### src/rtl/ram_led_top.sv
// ram_led_top: board demo. Switches address a 1024x16 preloaded ROM and the
// registered read data drives the LEDs. The serial line is looped straight back.
module ram_led_top #(
    parameter int ADDR_WIDTH = 10,
    parameter int DATA_WIDTH = 16
) (
    input  logic                  clk,
    input  logic                  rst_n,
    input  logic                  rx,
    output logic                  tx,
    input  logic [15:0]           sw,
    output logic [DATA_WIDTH-1:0] led
);

    logic [ADDR_WIDTH-1:0] addr_q;
    logic [DATA_WIDTH-1:0] data_q;

    // Upper switches are deliberately ignored so they can never alias into the address.
    logic unused_sw;
    assign unused_sw = ^sw[15:ADDR_WIDTH];

    // Fixed contents. A case table in a clocked read with a registered output
    // keeps the array inferable as a preloaded block ROM; unlisted words are 0.
    function automatic logic [DATA_WIDTH-1:0] rom_word(input logic [ADDR_WIDTH-1:0] a);
        logic [DATA_WIDTH-1:0] w;
        w = '0;
        case (a)
            ADDR_WIDTH'(0): w = 16'b0000000000000001;
            ADDR_WIDTH'(1): w = 16'b1010101010101010;
            ADDR_WIDTH'(2): w = 16'b0101010101010101;
            ADDR_WIDTH'(3): w = 16'b1111111111111111;
            ADDR_WIDTH'(4): w = 16'b1111000011110000;
            ADDR_WIDTH'(5): w = 16'b0000111100001111;
            ADDR_WIDTH'(6): w = 16'b1100110011001100;
            ADDR_WIDTH'(7): w = 16'b0011001100110011;
            ADDR_WIDTH'(8): w = 16'b0000000000000010;
            ADDR_WIDTH'(9): w = 16'b0000000000000100;
            default:        w = '0;
        endcase
        return w;
    endfunction

    // Serial loopback: pure wire, no register, independent of reset.
    assign tx = rx;

    // Three-stage read pipeline: address register, ROM output register, LED register.
    // Reset clears the pipeline only; the ROM contents are constant.
    always_ff @(posedge clk or negedge rst_n) begin
        if (!rst_n) begin
            addr_q <= '0;
            data_q <= '0;
            led    <= '0;
        end else begin
            addr_q <= sw[ADDR_WIDTH-1:0];
            data_q <= rom_word(addr_q);
            led    <= data_q;
        end
    end

endmodule

### config.mk
export PLATFORM = sky130hd
export DESIGN_NAME = ram_led_top
export DESIGN_NICKNAME = d
export VERILOG_FILES = /design/src/rtl/ram_led_top.sv
export SDC_FILE = /design/constraint.sdc
export NUM_CORES = 1
export LEC_CHECK = 0
export ABC_AREA = 1
export BUFFER_PORTS_ARGS = -buffer_cell sky130_fd_sc_hd__buf_2
export CAP_MARGIN = 20
export CORE_ASPECT_RATIO = 1.5
export CORE_MARGIN = 2
export CORE_UTILIZATION = 48
export CTS_CLUSTER_DIAMETER = 200
export DETAILED_ROUTE_END_ITERATION = 12
export PLACE_DENSITY = 0.87
export SLEW_MARGIN = 20
export SYNTH_ARGS = -nofsm -noshare
export SYNTH_HDL_FRONTEND = slang
export SYNTH_SLANG_ARGS = --single-unit
export TNS_END_PERCENT = 5
### constraint.sdc
create_clock -name clk -period 1.26 [get_ports clk]
set_input_delay 0.189 -clock clk [delete_from_list [all_inputs] [get_ports clk]]
set_output_delay 0.189 -clock clk [all_outputs]
set_load 0.01 [all_outputs]
Yosys cells after proc, flatten, opt, wreduce, memory -nomap -nowiden

Memory sizes are Yosys's and may differ from the RTL's.
Cells that the tools add are included.

Word-level logic and storage cells: 6
Input port bits: 19
Flip-flop bits (word level): 42
Memory bits (read-only): 256
Memories kept: 1
Output and inout bits: 17

Mux-type cells: 1
Reduce and logical (&&, ||, !) cells: 1

Memory list:

| memory           | depth | width | rd ports | clocked after memory_dff | write ports | RTL line | text |
|---|---|---|---|---|---|---|---|
| (name not given) | 16    | 16    | 1        | 0                        | 0           | 27       | `case (a)` |

Operator list:

| kind            | number |
|---|---|
| $mux 16         | 1 |
| $logic_not 6->1 | 1 |

Longest topological paths before layout

Word-level depth: 2
Mapped depth: 6
Mapped depth without buffers: 6

Least setup slack after synthesis

No wires, ideal clock.

Path kind: reg-to-reg
Start: register addr_q[0]
End: register data_q[2]
Cell stages (with the launch flop): 7
Setup slack: 102 ps
Required time: 1143 ps
Data arrival time: 1041 ps
Period minus slack after synthesis: 1158 ps
Buffers on the path: 0
Setup time: 117 ps
Path through: dfrtp_1 -> inv_1 -> ha_1 -> nor2_2 -> inv_1 -> nand3_2 -> nand2_1

Cells in the longest elaborated chain, start to end: 2

Ends and longest elaborated chain:

| what                   | RTL line | text |
|---|---|---|
| start, declared        | 15       | `logic [ADDR_WIDTH-1:0] addr_q;` |
| start signal, assigned | 54       | `addr_q <= sw[ADDR_WIDTH-1:0];` |
| $mem_v2 16x16          | n/a      |  |
| $mux 16                | 27       |  |
| end signal, assigned   | 55       | `data_q <= rom_word(addr_q);` |
| end, declared          | 16       | `logic [DATA_WIDTH-1:0] data_q;` |

Every way passes these cells.

Worst setup path after layout

Start: register addr_q[1]
End: register data_q[12]

The elaborated chain is that of the path after synthesis.

==> results.toml <==
[detailed_routing]
drt-met1-wl_um = 523
dr.max_layer_used = "met4"
avgViaCountPerCell = 4.79
drt_iter0_drc = 6
wl_met3_um = 141
vias = 700
routed_wl_mm = 1.58
ant_nets = 0
firstDrtPassIters = 4
route.detailed.drc = 0
wl_met2_um = 863
wl_per_cell_um = 10.8

[pwr]
ir_worst_vdd_mv = 0.808
p_per_area_nw_per_um2 = 1260
p_leak_nw = 0.774

[die]
coreArea_um2 = 2180
initial_core_util = 0.500
dieArea_um2 = 2680
die_w_um = 42.9
core.rowCount = 21
ioPinCount = 36
fp.dieH_um = 62.4

[timing]
report.final.setup_viol = 0
hold_slack_ns = 0.355
min_period_ns = 1.19
fin_worst_skew_ns = 0.0101
fmax_ghz = 0.841
tns_ns = 0
worstMarginPinSlew_ns = 0.371
fin_crit_sh = 0.944
hold_viol_final = 0
relSlewSlack = 0.753
rsz0062_at_grt = "false"
slew_viol_final = 0
setup_ws_ns = 0.0704

[finish]
nNetsFinal = 144
syn_to_final_growth_pct = 29.4
final_util = 0.647
layout.cells.non_filler = 146
drive_above_1_share = 0.390
diodes = 0

[place]
routabilityCongestion = 0.858
port_buffers = 27
post-dp-hpwl_um = 982
dp_slack_ns = 0.0612
dp_cells = 126

[logic_synthesis]
avgSynthCellArea_um2 = 13.6
synthXorXnorAreaFrac = 0
synth_top_cell_area_share = 0.735
ys_types = 18
synth_nets = 102
yosys.area.top_type = "dfrtp_1"
synth_top_family_by_area = "simple AND/OR/NAND/NOR gates"
synth_cells = 80
synth-compound-area-share = 0.0172
netlist_area_um2 = 1090
synthSimpleGateAreaFrac = 0.138
ys_seq_elements = 32
seq_area_frac_synth = 0.735
synthAdderAreaFrac = 0.0344
synth.top_cells.by_area = "dfrtp_1, buf_4, ha_1"
synthMuxAreaShare = 0
ys_warn_count = 0

[clock_tree]
ctsLongestPathBuffers = 2
htreeDepth = 2
worstSkewPairLatency_ns = 0.33
cts-root-buf = "clkbuf_4"
cts.sinks = 32
clk_pin_slew_ns = 0.10
cts_made_buffers = 5
tritoncts = "built"

[global_routing]
grtUsageTotal = 0.143
antenna_found_initial = 0
grt_max_degree = 33
grt-ovfl-total = 0
grt_pass1_wl_mm = 2.63
grt_pass1_vias = 636

[job]
maxCapViolations = 0

[setup_path]
cp_max_fo = 3
crit_type = "flop to flop"
required_ns = 1.52
critPathLaunchType = "flop"
cp-end-kind = "flop"
critPathArrivalTime_ns = 1.45

[min_path]
hold_path_class = "flop to flop"

[run_status]
status = "finished, final reports clean"
-- routing by layer --
metal | up-vias | global-route usage
met5 | - | 0
met4 | 0 | 0.0938
met3 | 6 | 0.0698
met2 | 35 | 0.242
met1 | 335 | 0.125
li1 | 324 | -
-- per-stage QoR --
stage | cell area, µm² | power (mW)
global placement | 1220 | 1.16
finish | 1410 | 1.77
CTS | 1390 | 1.78
global route | 1410 | 1.85
detailed placement | 1220 | 1.17
floorplan | 1090 | 1.12
-- path summary, 6_finish.rpt --
check,startpoint,end,slack (ns),cells after the start
max,addr_q[1],data_q[12],0.07,5
min,data_q[2],led[2],0.35,0
max reg2reg,addr_q[1],data_q[12],0.07,5
min reg2reg,data_q[2],led[2],0.35,0
max in group asynchronous,rst_n,led[11],0.59,3
min in group asynchronous,rst_n,addr_q[0],0.39,3
-- state kept, by name, indices dropped and copies added, names as in the netlist --
signal / cells
data_q: 11
addr_q: 10
led: 11
-- placed cells by master, fill, tap and decap left out, types with 2 or more instances in the layout --
cell type / n
nand3_1: 2
dfrtp_1: 32
ha_1: 3
clkbuf_1: 2
nand2_1: 8
nor2_2: 5
dlygate4sd3_1: 11
nor2_1: 2
inv_1: 7
buf_2: 27
buf_4: 3
clkbuf_4: 5
nor3_1: 3
clkinv_1: 2
nor3_2: 2
-- cell usage after synthesis --
library cell,number
inv_1,7
dfrtp_1,32
nor2_1,2
ha_1,3
nand2_1,8
a21oi_1,1
nand3_1,2
nor3b_2,1
clkinv_1,2
nand3_2,1
inv_2,1
nand3_4,1
nor2_2,5
o21ai_1,1
buf_4,6
nor3_1,5
o21ai_2,1
and3_1,1
-- layout make-up --
cell class                      count  area [µm²]
Tap cell                           23        28.8
Inverter                           10        37.5
Multi-Input combinational cell     32         216
Clock buffer                        8        58.8
Timing Repair Buffer               41         268
Sequential cell                    32         801
Fill cell                         167         771
-- cells by family after synthesis --
kind of cell / Yosys count
flip-flops: 32
buffers and inverters: 16
AND/OR/NAND/NOR: 26
adder cells (fa/ha/maj): 3
AO/OA/AOI/OAI: 3
-- report_power, final --
part           total, mW  switching [mW]  internal [mW]
registers           1.06          0.0111           1.04
clock network      0.592           0.317          0.275
logic              0.122          0.0653         0.0567
total               1.77           0.394           1.38
-- worst max-delay path, stage by stage, from the launching register on --
cell and delay (ns):
dfrtp_1 0.39, inv_1 0.09, ha_1 0.26, nand2_1 0.09, clkinv_1 0.11, nor3_2 0.17
-- repair_timing --
item	in CTS	in global routing
buffers inserted	0	1
endpoints found under the hold margin	42	0
setup endpoints to repair	0	4
gates resized for setup	0	2
hold buffers	11	0
(Power assumes the default switching activity.)
